$ cat config.mk
export PLATFORM = sky130hd
export DESIGN_NAME = matrix_snoop
export DESIGN_NICKNAME = d
export VERILOG_FILES = /design/src/rtl/matrix_snoop.sv
export SDC_FILE = /design/constraint.sdc
export NUM_CORES = 1
export LEC_CHECK = 0
export CORE_MARGIN = 2
export CORE_UTILIZATION = 40
export CTS_CLUSTER_DIAMETER = 100
export DETAILED_ROUTE_END_ITERATION = 8
export SYNTH_ARGS = -nofsm -noshare
export SYNTH_HDL_FRONTEND = slang
export SYNTH_SLANG_ARGS = --single-unit
$ cat constraint.sdc
create_clock -name clk -period 2.8 [get_ports clk]
set_clock_uncertainty 0.1 [all_clocks]
set_input_delay 0.28 -clock clk [delete_from_list [all_inputs] [get_ports clk]]
set_output_delay 0.28 -clock clk [all_outputs]
set_load 0.01 [all_outputs]
$ cat src/rtl/matrix_snoop.sv
// rtl/matrix_snoop.sv - receive end of the 8x8 RGB matrix shift link with wishbone row/status readback
// Optional glitch filter: MATRIX_SNOOP_GLITCH_FILTER_EN
module matrix_snoop #(
   parameter int WORD_BITS   = 32,
   parameter int SYNC_STAGES = 2
) (
   input  logic        clk,
   input  logic        reset,
   input  logic        i_matrix_clk,
   input  logic        i_matrix_latch,
   input  logic        i_matrix_mosi,
   input  logic        i_wb_cyc,
   input  logic        i_wb_stb,
   input  logic        i_wb_we,
   input  logic [3:0]  i_wb_addr,
   input  logic [3:0]  i_wb_sel,
   input  logic [31:0] i_wb_wdata,
   output logic        o_wb_ack,
   output logic        o_wb_stall,
   output logic [31:0] o_wb_rdata,
   output logic        o_frame_strobe
);
   localparam logic [5:0] FULL_CNT = 6'(WORD_BITS);

   logic [SYNC_STAGES-1:0] sync_clk, sync_lat, sync_mosi;
   logic f_clk, f_lat, f_mosi;
   logic h_clk, h_lat;
   logic clk_rise, lat_rise;

   logic [WORD_BITS-1:0] shreg, shifted, word_eff;
   logic [5:0]  bit_cnt, bit_cnt_inc, cnt_eff;
   logic [7:0]  row_sel;
   logic        one_hot;
   logic [2:0]  row_idx;
   logic [23:0] rows [8];
   logic [7:0]  frame_cnt, len_err, row_err;
   logic [5:0]  last_bits;
   logic [31:0] status, rd_mux;
   logic        req, wb_clear;
   logic        unused_ok;

   assign unused_ok  = ^{i_wb_wdata, i_wb_sel[3:1]};
   assign o_wb_stall = 1'b0;

   always_ff @(posedge clk) begin
      if (reset) begin
         sync_clk  <= '0;
         sync_lat  <= '0;
         sync_mosi <= '0;
      end else begin
         sync_clk  <= {sync_clk[SYNC_STAGES-2:0], i_matrix_clk};
         sync_lat  <= {sync_lat[SYNC_STAGES-2:0], i_matrix_latch};
         sync_mosi <= {sync_mosi[SYNC_STAGES-2:0], i_matrix_mosi};
      end
   end

`ifdef MATRIX_SNOOP_GLITCH_FILTER_EN
   // 3-sample majority over the synced signal; a single-clock pulse never wins the vote
   logic [1:0] fh_clk, fh_lat, fh_mosi;

   function automatic logic maj3(input logic a, input logic b, input logic c);
      return (a & b) | (a & c) | (b & c);
   endfunction

   always_ff @(posedge clk) begin
      if (reset) begin
         fh_clk  <= '0;
         fh_lat  <= '0;
         fh_mosi <= '0;
         f_clk   <= 1'b0;
         f_lat   <= 1'b0;
         f_mosi  <= 1'b0;
      end else begin
         fh_clk  <= {fh_clk[0], sync_clk[SYNC_STAGES-1]};
         fh_lat  <= {fh_lat[0], sync_lat[SYNC_STAGES-1]};
         fh_mosi <= {fh_mosi[0], sync_mosi[SYNC_STAGES-1]};
         f_clk   <= maj3(sync_clk[SYNC_STAGES-1], fh_clk[0], fh_clk[1]);
         f_lat   <= maj3(sync_lat[SYNC_STAGES-1], fh_lat[0], fh_lat[1]);
         f_mosi  <= maj3(sync_mosi[SYNC_STAGES-1], fh_mosi[0], fh_mosi[1]);
      end
   end
`else
   assign f_clk  = sync_clk[SYNC_STAGES-1];
   assign f_lat  = sync_lat[SYNC_STAGES-1];
   assign f_mosi = sync_mosi[SYNC_STAGES-1];
`endif

   assign clk_rise = f_clk & ~h_clk;
   assign lat_rise = f_lat & ~h_lat;

   // A latch edge coinciding with a shift edge sees the word with that bit already included
   assign bit_cnt_inc = (bit_cnt == 6'd63) ? bit_cnt : bit_cnt + 6'd1;
   assign shifted     = {shreg[WORD_BITS-2:0], f_mosi};
   assign cnt_eff     = clk_rise ? bit_cnt_inc : bit_cnt;
   assign word_eff    = clk_rise ? shifted : shreg;
   assign row_sel     = word_eff[WORD_BITS-1 -: 8];
   assign one_hot     = (row_sel != 8'd0) && ((row_sel & (row_sel - 8'd1)) == 8'd0);

   always_comb begin
      row_idx = 3'd0;
      for (int i = 0; i < 8; i++)
         if (row_sel[i]) row_idx = 3'(i);
   end

   assign status   = {frame_cnt, len_err, row_err, 2'b00, last_bits};
   assign req      = i_wb_cyc & i_wb_stb;
   assign wb_clear = req & i_wb_we & (i_wb_addr == 4'd8) & i_wb_sel[0];

   always_comb begin
      rd_mux = 32'd0;
      if (!i_wb_addr[3])          rd_mux = {8'h00, rows[i_wb_addr[2:0]]};
      else if (i_wb_addr == 4'd8) rd_mux = status;
   end

   always_ff @(posedge clk) begin
      if (reset) begin
         h_clk          <= 1'b0;
         h_lat          <= 1'b0;
         shreg          <= '0;
         bit_cnt        <= '0;
         frame_cnt      <= '0;
         len_err        <= '0;
         row_err        <= '0;
         last_bits      <= '0;
         o_frame_strobe <= 1'b0;
         o_wb_ack       <= 1'b0;
         o_wb_rdata     <= '0;
         for (int i = 0; i < 8; i++) rows[i] <= '0;
      end else begin
         h_clk          <= f_clk;
         h_lat          <= f_lat;
         o_frame_strobe <= 1'b0;
         if (clk_rise) begin
            shreg   <= shifted;
            bit_cnt <= bit_cnt_inc;
         end
         if (lat_rise) begin
            bit_cnt   <= 6'd0;
            last_bits <= cnt_eff;
            if (cnt_eff != FULL_CNT) begin
               if (len_err != 8'hFF) len_err <= len_err + 8'd1;
            end else if (!one_hot) begin
               if (row_err != 8'hFF) row_err <= row_err + 8'd1;
            end else begin
               rows[row_idx] <= word_eff[23:0];
               if (row_idx == 3'd7) begin
                  frame_cnt      <= frame_cnt + 8'd1;
                  o_frame_strobe <= 1'b1;
               end
            end
         end
         if (wb_clear) begin
            frame_cnt <= '0;
            len_err   <= '0;
            row_err   <= '0;
            last_bits <= '0;
         end
         o_wb_ack <= req;
         if (req) o_wb_rdata <= rd_mux;
      end
   end
endmodule

# == Word-level counts from Yosys, hierarchy flattened ==
# Memories as Yosys holds them, arrays and structs flattened.
# Index checks and enable logic that the tools add are counted.
# word_totals
reg_bits,110
latch_bits,0
mem_bits_rw,192
rom_bits,0
in_bits,48
out_inout_bits,35
elab_cells,71
n_memories,1
# memory_table
name,words,word_bits,read_ports,rd_ports_with_merged_regs,write_ports,line_no,rtl
rows,8,24,1,0,8,35,logic [23:0] rows [8];
# op_classes
n_addsub,5
mul,0
div_mod_pow,0
magnitude_cmp,0
eq_ne,6
shift,0
n_mux,23
bitwise,12
n_reduce_logical,10
# ops
operator,count
$mux W32,3
$add A8 B1 Y8 const B,3
$mux W24,1
$reduce_or A24 Y1,1
$mux W3,7
$ne A8 B8 Y1 const B,2
$mux W6,2
$mux W1,10
$and A8 B8 Y8,1
$logic_not A8 Y1,1
$reduce_and A4 Y1,2
$reduce_bool A8 Y1,1
$sub A8 B1 Y8 const B,1
$add A6 B1 Y6 const B,1
$and A1 B1 Y1,6
$eq A6 B6 Y1 const B,1
$ne A6 B6 Y1 const B,1
$not A1 Y1,5
$eq A4 B4 Y1 const B,1
$reduce_or A2 Y1,2
$reduce_or A4 Y1,1
$eq A3 B3 Y1 const B,1
$reduce_and A3 Y1,1
$logic_and A1 B1 Y1,1

# == Logic depth before layout (Yosys ltp) ==
# Gate-level depths: netlist of run 1.
# logic_depth
depth_word,14
ltp_mapped,10
depth_no_buf,8

# == Least setup slack after synthesis of run 1 ==
# OpenSTA, ideal clock, no wires.
# synth_timing
kind,flip-flop to flip-flop
startpoint,register shreg[27]
endpoint,memory rows[2][0] (enable)
setup_time_ns,0.384
arrival_ns,2.320
required_ns,2.316
setup_slack_ns,-0.005
path_stages_with_launch,10
path_buffers,2
synth_period_minus_slack_ns,2.805
path_cell_list,dfxtp_1 > buf_6 > nor4_4 > o2111ai_1 > a31oi_2 > o2111a_1 > and2_1 > buf_6 > nand4b_4 > nand2b_1
# synth_lines
element,line_no,rtl
from (decl),30,"logic [WORD_BITS-1:0] shreg, shifted, word_eff;"
from (signal assigned),134,shreg <= shifted;
to (decl),35,

==> impl_metrics.env, run 1 <==
export IMPL_synth_main_ff_cell="edfxtp_1"
export IMPL_first_pass_iters=7
export IMPL_grt_first_pass_wirelength_um=49200
export IMPL_drtAntennaViolNets=0
export IMPL_ctsHoldBuffers=0
export IMPL_die_area_sq_um=34200
export IMPL_path_clk_slew_ns=0.06
export IMPL_hold_slack_ns=0.171
export IMPL_syn_num_nets=1119
export IMPL_power_leakage_nw=5.53
export IMPL_routabilityCongestion=0.782
export IMPL_syn_avg_cell_area_sq_um=12.3
export IMPL_status="completed"
export IMPL_initial_utilization_pct=40.4
export IMPL_layout_commonest_cell="nor2_1"
export IMPL_cts_tree="yes"
export IMPL_ys_types=66
export IMPL_fmax_mhz=373
export IMPL_multi_input_area_sq_um=4630
export IMPL_finalSetupViolations=0
export IMPL_timing_final_crit_period_ns=2.68
export IMPL_dp_hpwl_um=20300
export IMPL_drv_cap=0
export IMPL_tightest_slew_ns=0.599
export IMPL_initialDrtViolationCount=644
export IMPL_die_w_um=185
export IMPL_finalCoreUtilization_pct=48.0
export IMPL_vias_per_cell=5.30
export IMPL_cp_slowest_cell="dfxtp_1"
export IMPL_io_pin_count=83
export IMPL_mostFrequentLayoutCells="nor2_1, edfxtp_1, dfxtp_1, buf_4, nand2_1"
export IMPL_grt_overflow_total=0
export IMPL_synth_seq_area_share_pct=60.9
export IMPL_final_area_sq_um=15500
export IMPL_core_area_sq_um=32400
export IMPL_drive_above_1_share_pct=21.5
export IMPL_yosys_warnings=0
export IMPL_synthCells=1067
export IMPL_worst_ep_arrival_time_ns=2.81
export IMPL_vias=8553
export IMPL_period_share_pct=95.7
export IMPL_post_place_ws_ns=0.0963
export IMPL_drc=0
export IMPL_tns_ns=0
export IMPL_synth_cell_area_sq_um=13100
export IMPL_fillers=2916
export IMPL_area_delta_synth_final_pct=18.8
export IMPL_critPathLaunchType="register"
export IMPL_clk_path_buf_depth=3
export IMPL_h_tree_depth=2
export IMPL_hold_viol=0
export IMPL_wl_per_cell_um=19.7
export IMPL_wirelength_um=31800
export IMPL_seq_area_sq_um=7970
export IMPL_finalPower_mw=9.69
export IMPL_r2r_worst_path_cells=10
export IMPL_synth_edff_count=192
export IMPL_antenna_found_initial=0
export IMPL_path_class="register to register"
export IMPL_hold_path_class="input pin to register"
export IMPL_setup_ws_ns=0.119
export IMPL_ir_drop_v=0.000361
export IMPL_grt_setup_unrepaired="no"
export IMPL_layout_nets=1197
export IMPL_cp_required_ns=2.93
export IMPL_rows=66
export IMPL_worstSetupEndpointType="register"
export IMPL_cts_root_buf="clkbuf_16"
export IMPL_cp_max_fo=24
export IMPL_post_dp_cell_area_sq_um=14400
export IMPL_async_flop_share_pct=0
export IMPL_worstHoldPathCells=2
export IMPL_num_antenna_cells=0
export IMPL_relSlewSlack_pct=60.0
export IMPL_cts_buffers=34
export IMPL_power_density_nw_per_um2=624
export IMPL_ys_ff_latch=302
export IMPL_post_place_cells=1547
export IMPL_fin_cells=1613
export IMPL_portBuffers=46
export IMPL_cpPeakStageDelay_ns=0.42
export IMPL_grt_max_degree=35
export IMPL_dieHeight_um=185
export IMPL_cp_cell_sequence="ha_1 > and3b_1 > nor3_1 > a31o_2 > o2111a_1 > and2_1 > buf_12 > nand2_1 > buf_4 > nor2_1"
export IMPL_numClockSinks=302
export IMPL_clock_latency_ns=0.51
export IMPL_drv_slew=0
export IMPL_grt_use_total_pct=19.1
export IMPL_grt_pass1_vias=8531
-- critical path: cells and delay by family, from the launching register on --
kind / cells / cell delay [ns]
buffers and inverters: 2 / 0.54
adder cells (fa/ha/maj): 1 / 0.21
flip-flops: 1 / 0.42
AND/OR/NAND/NOR: 5 / 0.69
AO/OA/AOI/OAI: 2 / 0.42
-- repair_timing --
| item | CTS | global route |
|---|---|---|
| gates resized for setup | 0 | 4 |
| setup endpoints to repair | 0 | 216 |
| buffers inserted | 0 | 3 |
-- path summary, 6_finish.rpt --
check / start / endpoint / slack, ns
setup reg to reg: bit_cnt[0]$_SDFF_PP0_ / rows[6][17]$_SDFFCE_PN0P_ / 0.12
hold reg to reg: sync_mosi[0]$_SDFF_PP0_ / sync_mosi[1]$_SDFF_PP0_ / 0.34
setup / recovery: bit_cnt[0]$_SDFF_PP0_ / rows[6][17]$_SDFFCE_PN0P_ / 0.12
hold / removal: reset / o_wb_rdata[5]$_SDFFE_PP0P_ / 0.17
-- synthesized netlist by cell type, types with 22 or more instances --
cell      count  share of area (%)
a222oi_1     22                1.7
inv_1        37                1.1
edfxtp_1    192                 44
nand2_1      53                1.5
mux2i_1      31                2.4
or2_2        24                1.1
mux2_2       23                2.0
dfxtp_1     110                 17
mux4_2       48                8.3
clkbuf_1     45                1.3
a21oi_1      23               0.88
nor2_1      247                7.1
-- kinds of logic (layout without fill, tap and decap cells) --
| kind of cell | count (synthesis) | count (layout) | share of synthesized area [%] |
|---|---|---|---|
| and+or+nand+nor | 430 | 431 | 15.4 |
| adders and majority gates | 4 | 4 | 0.383 |
| AOI/OAI and AO/OA | 99 | 99 | 5.81 |
| other | 1 | 1 | 0.0287 |
| xor gates and xnor gates | 14 | 14 | 0.938 |
| DFF | 302 | 302 | 60.9 |
| buffers and inverters | 115 | 218 | 3.91 |
| muxes | 102 | 102 | 12.6 |
-- where the power goes --
part           leakage (nW)  switching (mW)  internal, mW
registers              2.87          0.0381          4.83
logic                  2.14           0.286         0.246
clock network         0.525            1.77          2.51
total                  5.53            2.10          7.59
-- metal layers --
metal	vias up	global-route usage [%]	wire, um
li1	4000	-	-
met1	4270	26.4	14300
met2	233	31.0	15000
met3	50	3.76	1940
met4	0	5.21	607
met5	-	0	0
-- registers in the layout, indices dropped and copies added (netlist names) --
signal,flops
len_err,8
sync_mosi,2
rows,192
h_clk,1
o_frame_strobe,1
o_wb_ack,1
shreg,32
sync_lat,2
frame_cnt,8
bit_cnt,6
h_lat,1
sync_clk,2
row_err,8
o_wb_rdata,32
last_bits,6
-- cell type report --
cell class | instances | share of cell area [%]
Sequential cell | 302 | 51.3
Multi-Input combinational cell | 651 | 29.8
Timing Repair Buffer | 119 | 7.54
Clock buffer | 50 | 6.26
Tap cell | 442 | 3.56
Inverter | 37 | 0.894
Clock inverter | 12 | 0.676
Power figures use the tool's default switching activity.
==> run 2, diff against run 1 <==
DONT_BUFFER_PORTS = 1   (was default)
==> run 2 against run 1 <==
Compared with the run above:
- sequential share of layout area is 1.6 points higher
- global-route usage is 0.33 points higher
- clock power is 2% lower
- critical endpoint is now rows[5][6]$_SDFFCE_PN0P_
- combinational power is 14% lower
- total power is 1.7% lower
- largest cell class unchanged
==> impl_metrics.env, run 2 (synthesis results as in run 1) <==
export IMPL_clock_latency_ns=0.58
export IMPL_period_share_pct=95.4
export IMPL_io_pin_count=83
export IMPL_wl_per_cell_um=20.9
export IMPL_critPathLaunchType="register"
export IMPL_grt_use_total_pct=19.5
export IMPL_cts_buffers=31
export IMPL_largestRegisters="rows: 192 flops, o_wb_rdata: 32 flops, shreg: 32 flops"
export IMPL_cts_root_buf="clkbuf_16"
export IMPL_grt_pass1_vias=8411
export IMPL_antenna_found_initial=1
export IMPL_hold_slack_ns=0.0313
export IMPL_timing_final_crit_period_ns=2.67
export IMPL_path_class="register to register"
export IMPL_hold_viol=0
export IMPL_layout_commonest_cell="nor2_1"
export IMPL_wirelength_um=32600
export IMPL_cts_tree="yes"
export IMPL_grt_max_degree=77
export IMPL_mostFrequentLayoutCells="nor2_1, edfxtp_1, dfxtp_1, nand2_1, mux4_2"
export IMPL_vias_per_cell=5.42
export IMPL_area_delta_synth_final_pct=15.3
export IMPL_clk_path_buf_depth=3
export IMPL_layout_nets=1145
export IMPL_drtAntennaViolNets=0
export IMPL_drv_cap=0
export IMPL_drv_slew=0
export IMPL_hold_path_class="input pin to register"
export IMPL_dp_hpwl_um=19600
export IMPL_h_tree_depth=1
export IMPL_initialDrtViolationCount=732
export IMPL_core_area_sq_um=32400
export IMPL_fmax_mhz=374
export IMPL_numClockSinks=302
export IMPL_power_leakage_nw=5.35
export IMPL_worst_ep_arrival_time_ns=2.84
export IMPL_relSlewSlack_pct=24.0
export IMPL_die_w_um=185
export IMPL_tightest_slew_ns=1.14
export IMPL_initial_utilization_pct=40.4
export IMPL_dieHeight_um=185
export IMPL_largest_register="rows"
export IMPL_worstSetupEndpointType="register"
export IMPL_power_density_nw_per_um2=632
export IMPL_die_area_sq_um=34200
export IMPL_cp_required_ns=2.97
export IMPL_first_pass_iters=5
export IMPL_finalSetupViolations=0
export IMPL_routabilityCongestion=0.804
export IMPL_grt_first_pass_wirelength_um=50000
export IMPL_rows=66
export IMPL_largest_register_ff_count=192
export IMPL_num_antenna_cells=0
export IMPL_finalCoreUtilization_pct=46.6
export IMPL_grt_overflow_total=0
export IMPL_path_clk_slew_ns=0.06
export IMPL_drc=0
export IMPL_vias=8449
export IMPL_drive_above_1_share_pct=21.1
export IMPL_status="completed"
export IMPL_portBuffers=0
export IMPL_ir_drop_v=0.000498
export IMPL_cp_max_fo=19
==> run 2: cell count changes in the layout (fill, tap and decap cells not counted), moves of 3 or more <==
cell             change
clkdlybuf4s50_1     -43
clkbuf_16            -4
clkinv_2             +5
dlygate4sd3_1       +11
clkbuf_1             -6
buf_4               -17
bufinv_16            +3
==> run 2: worst max-delay path, cell delays in order (launching register included) <==
cell	delay (ns)
dfxtp_2	0.42
nor2b_4	0.25
buf_4	0.14
o211ai_1	0.11
nor2b_1	0.24
o2111a_1	0.25
and2_1	0.21
buf_12	0.15
nand2_1	0.10
nand2b_1	0.16
buf_12	0.23
==> run 2: what timing repair did <==
action	CTS	global route
gates resized for setup	0	6
hold buffers	13	0
buffers inserted	0	2
hold endpoints to repair	143	0
endpoints found under the setup margin	0	258
==> run 2: layout make-up <==
class                      instances  area, sq um
clock buffer                      38          822
tap                              442          553
sequential                       302         7970
fill                            2946        17300
inverter                          37          139
multi-input combinational        651         4630
clock inverter                    20          206
timing repair buffer              70          752
==> run 2: metal layers <==
metal,part of all wire [%],vias up,track usage (%),wire (um)
met5,0,-,0,0
met4,2.0,0,5.11,650
met3,6.3,52,2.93,2060
met2,47,261,31.8,15300
met1,45,4238,27.2,14600
li1,-,3898,-,-
==> run 2: per-stage QoR <==
stage                     cell area (sq um)  setup slack, ns  power (mW)    TNS, ns  std cells
after floorplan                       13100           0.0172        5.26          0       1067
after global placement                13800            0.130        5.37          0       1486
after detailed placement              13800           0.0842        5.38          0       1486
after CTS                             15000           0.0543        9.59          0       1557
after global routing                  15100        -0.000932        9.81  -0.000932       1560
final                                 15100            0.129        9.52          0       1560
==> run 2: final timing paths <==
kind / from / end / slack (ns) / cells after the start
max reg2reg: sync_clk[1]$_SDFF_PP0_ / rows[5][6]$_SDFFCE_PN0P_ / 0.13 / 10
min: i_wb_addr[2] / o_wb_rdata[16]$_SDFFE_PP0P_ / 0.03 / 3
min reg2reg: sync_mosi[0]$_SDFF_PP0_ / sync_mosi[1]$_SDFF_PP0_ / 0.34 / 1
max: sync_clk[1]$_SDFF_PP0_ / rows[5][6]$_SDFFCE_PN0P_ / 0.13 / 10
==> run 2: power breakdown <==
| part | switching, mW | total, mW | leakage (nW) | internal, mW |
|---|---|---|---|---|
| Sequential | 0.0463 | 4.88 | 2.87 | 4.83 |
| Clock | 1.74 | 4.19 | 0.511 | 2.45 |
| Combinational | 0.237 | 0.455 | 1.97 | 0.218 |
==> run 3, diff against run 2 <==
CELL_PAD_IN_SITES_DETAIL_PLACEMENT = 0   (was default)
CELL_PAD_IN_SITES_GLOBAL_PLACEMENT = 2   (was default)
CORE_MARGIN = default   (was 2)
PLACE_DENSITY_LB_ADDON = 0.1   (was default)
==> run 3 against run 2 <==
Compared with the run above:
- hold slack worse by 0.0047 ns
- critical path depth is 1 lower
- first-iteration DRC count is 14% lower
- largest power group unchanged
==> impl_metrics.env, run 3 (synthesis results as in run 1) <==
export IMPL_cp_cell_sequence="nor4_4 > o2111ai_1 > nor2b_1 > o2111a_1 > and2_1 > buf_12 > nand2_1 > buf_4 > nor2_1"
export IMPL_num_antenna_cells=0
export IMPL_fillers=2924
export IMPL_cts_root_buf="clkbuf_16"
export IMPL_reg2reg_to="rows[6][8]$_SDFFCE_PN0P_"
export IMPL_power_leakage_nw=5.36
export IMPL_path_clk_slew_ns=0.05
export IMPL_hold_path_class="input pin to register"
export IMPL_dp_hpwl_um=20600
export IMPL_area_delta_synth_final_pct=15.3
export IMPL_grt_use_total_pct=21.2
export IMPL_path_class="register to register"
export IMPL_layout_nets=1149
export IMPL_power_density_nw_per_um2=635
export IMPL_critPathLaunchType="register"
export IMPL_die_w_um=183
export IMPL_routabilityCongestion=0.784
export IMPL_h_tree_depth=2
export IMPL_cts_tree="yes"
export IMPL_wirelength_um=34500
export IMPL_cp_slowest_cell="buf_4"
export IMPL_cp_max_fo=24
export IMPL_first_pass_iters=6
export IMPL_worstSetupEndpointType="register"
export IMPL_drive_above_1_share_pct=21.5
export IMPL_worst_ep_arrival_time_ns=2.80
export IMPL_drc=0
export IMPL_rows=65
export IMPL_hold_viol=0
export IMPL_largestRegisters="rows: 192 flops, o_wb_rdata: 32 flops, shreg: 32 flops"
export IMPL_ir_drop_v=0.000401
export IMPL_initial_utilization_pct=41.0
export IMPL_status="completed"
export IMPL_path_depth=9
export IMPL_dieHeight_um=183
export IMPL_initialDrtViolationCount=629
export IMPL_cpPeakStageDelay_ns=0.41
export IMPL_cts_buffers=35
export IMPL_grt_first_pass_wirelength_um=52400
export IMPL_wl_per_cell_um=22.1
export IMPL_layout_commonest_cell="nor2_1"
export IMPL_r2r_slack_ns=0.15
export IMPL_mostFrequentLayoutCells="nor2_1, edfxtp_1, dfxtp_1, nand2_1"
export IMPL_clk_path_buf_depth=3
export IMPL_hold_path_endpoint="bit_cnt[4]$_SDFF_PP0_"
export IMPL_clock_latency_ns=0.51
export IMPL_r2r_start="shreg[26]$_SDFF_PP0_"
export IMPL_largest_register="rows"
export IMPL_r2r_worst_path_cells=9
export IMPL_numClockSinks=302
export IMPL_vias=8341
export IMPL_drtAntennaViolNets=0
export IMPL_crit_buf_inv=2
export IMPL_post_place_ws_ns=0.0720
export IMPL_die_area_sq_um=33400
export IMPL_crit_family="simple AND/OR/NAND/NOR gates"
export IMPL_grt_pass1_vias=8308
export IMPL_finalPower_mw=9.57
export IMPL_worstHoldPathCells=2
export IMPL_core_area_sq_um=31900
export IMPL_setup_ws_ns=0.154
export IMPL_grt_setup_unrepaired="no"
export IMPL_vias_per_cell=5.35
export IMPL_drv_cap=0
export IMPL_cp_required_ns=2.95
export IMPL_finalSetupViolations=0
export IMPL_fmax_mhz=378
export IMPL_period_share_pct=94.5
export IMPL_antenna_found_initial=0
export IMPL_drv_slew=0
export IMPL_min_delay_start="reset"
export IMPL_largest_register_ff_count=192
export IMPL_timing_final_crit_period_ns=2.65
export IMPL_portBuffers=0
export IMPL_tns_ns=0
export IMPL_grt_overflow_total=0
export IMPL_io_pin_count=83
export IMPL_grt_max_degree=74
run 3: changes by cell type in the layout (fill, tap and decap cells not counted), moves of 4 or more:
cell,before,now
bufinv_16,4,0
clkbuf_1,5,11
buf_4,43,48
dlygate4sd3_1,11,7
clkinv_1,7,2
clkbuf_16,31,36
run 3: report_power, final:
part           switching [mW]  leakage, nW  internal (mW)  total, mW
registers              0.0429         2.87           4.83       4.88
logic                   0.242         1.96          0.221      0.463
clock network            1.78        0.528           2.45       4.24
run 3: worst reg2reg max path, cell delays in order (launching register included):
cell and delay, ns:
dfxtp_1 0.33, nor4_4 0.34, o2111ai_1 0.22, nor2b_1 0.19
o2111a_1 0.26, and2_1 0.19, buf_12 0.15, nand2_1 0.08
buf_4 0.41, nor2_1 0.12
run 3: layout make-up:
cell class	count	area, sq um	area share, %
clock buffers	50	983	6.52
clock inverters	13	77.6	0.514
inverters	37	139	0.921
multi-input cells	650	4620	30.6
flip-flops and latches	302	7970	52.8
well taps	435	544	3.61
repair buffers	71	749	4.97
run 3: worst max-delay path by stage:
stage / start / end / slack [ns]
2_1_floorplan: shreg[27]$_SDFF_PP0_ / rows[1][0]$_SDFFCE_PN0P_ / 0.02
3_3_place_gp: sync_clk[1]$_SDFF_PP0_ / rows[5][16]$_SDFFCE_PN0P_ / 0.09
3_5_place_dp: sync_clk[1]$_SDFF_PP0_ / rows[5][8]$_SDFFCE_PN0P_ / 0.07
4_1_cts: h_clk$_SDFF_PP0_ / rows[5][8]$_SDFFCE_PN0P_ / 0.05
5_1_grt: shreg[26]$_SDFF_PP0_ / rows[5][11]$_SDFFCE_PN0P_ / 0.03
6_report: shreg[26]$_SDFF_PP0_ / rows[6][8]$_SDFFCE_PN0P_ / 0.15
run 3: through the flow:
step,util (%),hold WS (ns),cell area (sq um),instances
2_1_floorplan,-,0.308,13100,1067
3_3_place_gp,43.5,0.269,13900,1485
3_5_place_dp,43.5,0.271,13900,1485
4_1_cts,47.2,0.00978,15000,1556
5_1_grt,47.3,0.0159,15100,1558
6_report,47.3,0.0266,15100,1558
run 3: what timing repair did:
| action | 4_1_cts | 5_1_grt |
|---|---|---|
| resized for setup | 0 | 5 |
| endpoints found under the setup margin | 0 | 277 |
| hold endpoints to repair | 73 | 0 |
| buffers inserted | 0 | 2 |
| hold buffers | 8 | 0 |
run 3: layer usage:
metal	global-route usage [%]	share of wire (%)
met2	34.7	47
met4	4.80	1.5
met3	3.38	5.0
met1	29.6	47
met5	0	0
==> edit (flow settings as in run 2) <==
Build with the macro `MATRIX_SNOOP_GLITCH_FILTER_EN` defined.
--- a/src/rtl/matrix_snoop.sv
+++ b/src/rtl/matrix_snoop.sv
@@ -1,5 +1,7 @@
 // rtl/matrix_snoop.sv - receive end of the 8x8 RGB matrix shift link with wishbone row/status readback
 // Optional glitch filter: MATRIX_SNOOP_GLITCH_FILTER_EN
+`define MATRIX_SNOOP_GLITCH_FILTER_EN
+
 module matrix_snoop #(
    parameter int WORD_BITS   = 32,
    parameter int SYNC_STAGES = 2
Function: same outputs for any inputs over 4 cycles, from zero or initial values and one cycle with reset high; that may be too few to reach the edited logic, so the function may still have changed.
==> edit against run 2 <==
- the run now ends with setup timing left
- design area rose by 7.3%
- routed wire length fell by 5.0%
- area after synthesis fell by 1.4%
- die area fell by 1.3%
- setup slack got worse by 210 ps
- power rose by 5.1%
- sequential cell count rose by 9
- non-clock buffer count rose by 67
- critical path type unchanged
- largest cell class unchanged
- highest routed layer unchanged
==> edit: results (changes against run 2) <==
<table>
<tr><th>Metric</th><th>Value</th></tr>
<tr><th colspan="2">Setup path</th></tr>
<tr><td>Highest fanout seen on the critical path</td><td>10 (-9)</td></tr>
<tr><td>Crit-path slowest cell</td><td>sky130_fd_sc_hd__or4_4</td></tr>
<tr><th colspan="2">Place</th></tr>
<tr><td>Placed Area</td><td>0.0142 sq mm (+2.3%)</td></tr>
<tr><td>Dpl hpwl</td><td>18.4 mm (-6.3%)</td></tr>
<tr><td>Post-placement cell count</td><td>1464 (-1.5%)</td></tr>
<tr><th colspan="2">Run status</th></tr>
<tr><td>Failing checks</td><td>setup timing</td></tr>
<tr><td>Run status</td><td>finished, violations left</td></tr>
<tr><th colspan="2">Layout</th></tr>
<tr><td>Number of non-clock buffers in the layout</td><td>137 (+96%)</td></tr>
<tr><td>Non-clk buf share</td><td>9.47% (+4.5 points)</td></tr>
<tr><td>Clock Buffer Count</td><td>40 (+5.3%)</td></tr>
<tr><td>Inverters, non-clock</td><td>7 (-81%)</td></tr>
<tr><td>Final clock-cell share</td><td>6.89% (+0.069 points)</td></tr>
<tr><td>Number of nets in the final layout</td><td>1190 (+3.9%)</td></tr>
<tr><th colspan="2">Logic synthesis</th></tr>
<tr><td>Multiplexer area fraction after synthesis</td><td>13.1% (+0.50 points)</td></tr>
<tr><td>Share of synthesized cell area in full adder, half adder and majority cells</td><td>0.388% (+0.0053 points)</td></tr>
<tr><td>Most used standard cells in the synthesized netlist</td><td>sky130_fd_sc_hd__nor2_1, sky130_fd_sc_hd__edfxtp_1, sky130_fd_sc_hd__dfxtp_1</td></tr>
<tr><td>Fraction of the mapped netlist area in compound gates</td><td>6.22% (+0.41 points)</td></tr>
<tr><th colspan="2">Drt</th></tr>
<tr><td>Met2 routed wirelength</td><td>14.9 mm (-2.4%)</td></tr>
<tr><td>DR WL/cell</td><td>19.8 um (-5.3%)</td></tr>
<tr><td>Met3 Wirelength</td><td>1.70 mm (-17%)</td></tr>
<tr><td>Total Routed Length</td><td>30.9 mm (-5.0%)</td></tr>
<tr><th colspan="2">STA</th></tr>
<tr><td>Post-layout worst setup margin</td><td>-82.0 ps (-211 ps)</td></tr>
<tr><td>Number of setup violations in the final report</td><td>185 (+185)</td></tr>
<tr><td>Slew of the pin with the lowest slew margin</td><td>875 ps (-263 ps)</td></tr>
<tr><th colspan="2">GRT</th></tr>
<tr><td>M2 GR Usage</td><td>30.2% (-1.6 points)</td></tr>
<tr><th colspan="2">CTS</th></tr>
<tr><td>Clk_lat worst skew</td><td>510 ps (-70 ps)</td></tr>
<tr><td>Number of clock buffers inserted by TritonCTS</td><td>34 (+9.7%)</td></tr>
</table>
-- edit: changes by cell type in the layout (fill, tap and decap cells not counted), sizes merged, moves of 5 or more --
cell         change
dlygate4sd3     +15
buf             +49
nor2            +39
nand2           -20
or3              +7
or2             -20
inv             -29
a21oi            +5
dfxtp            +9
nor3            -29
clkbuf           +5
o21ai            +5
-- edit: power by group through the flow --
stage | registers, uW | logic [uW] | clock network, uW
floorplan | 5140 | 314 | 0
global placement | 5150 | 417 | 0
detailed placement | 5160 | 417 | 0
CTS | 5060 | 451 | 4580
global route | 5070 | 484 | 4760
finish | 5060 | 456 | 4490
-- edit: path summary, 6_finish.rpt --
path	start	to	depth (start not counted)
hold / removal	i_wb_addr[2]	o_wb_rdata[15]	3
setup reg to reg	f_clk	rows[6][3]	9
hold reg to reg	sync_clk[0]	sync_clk[1]	1
setup / recovery	f_clk	rows[6][3]	9
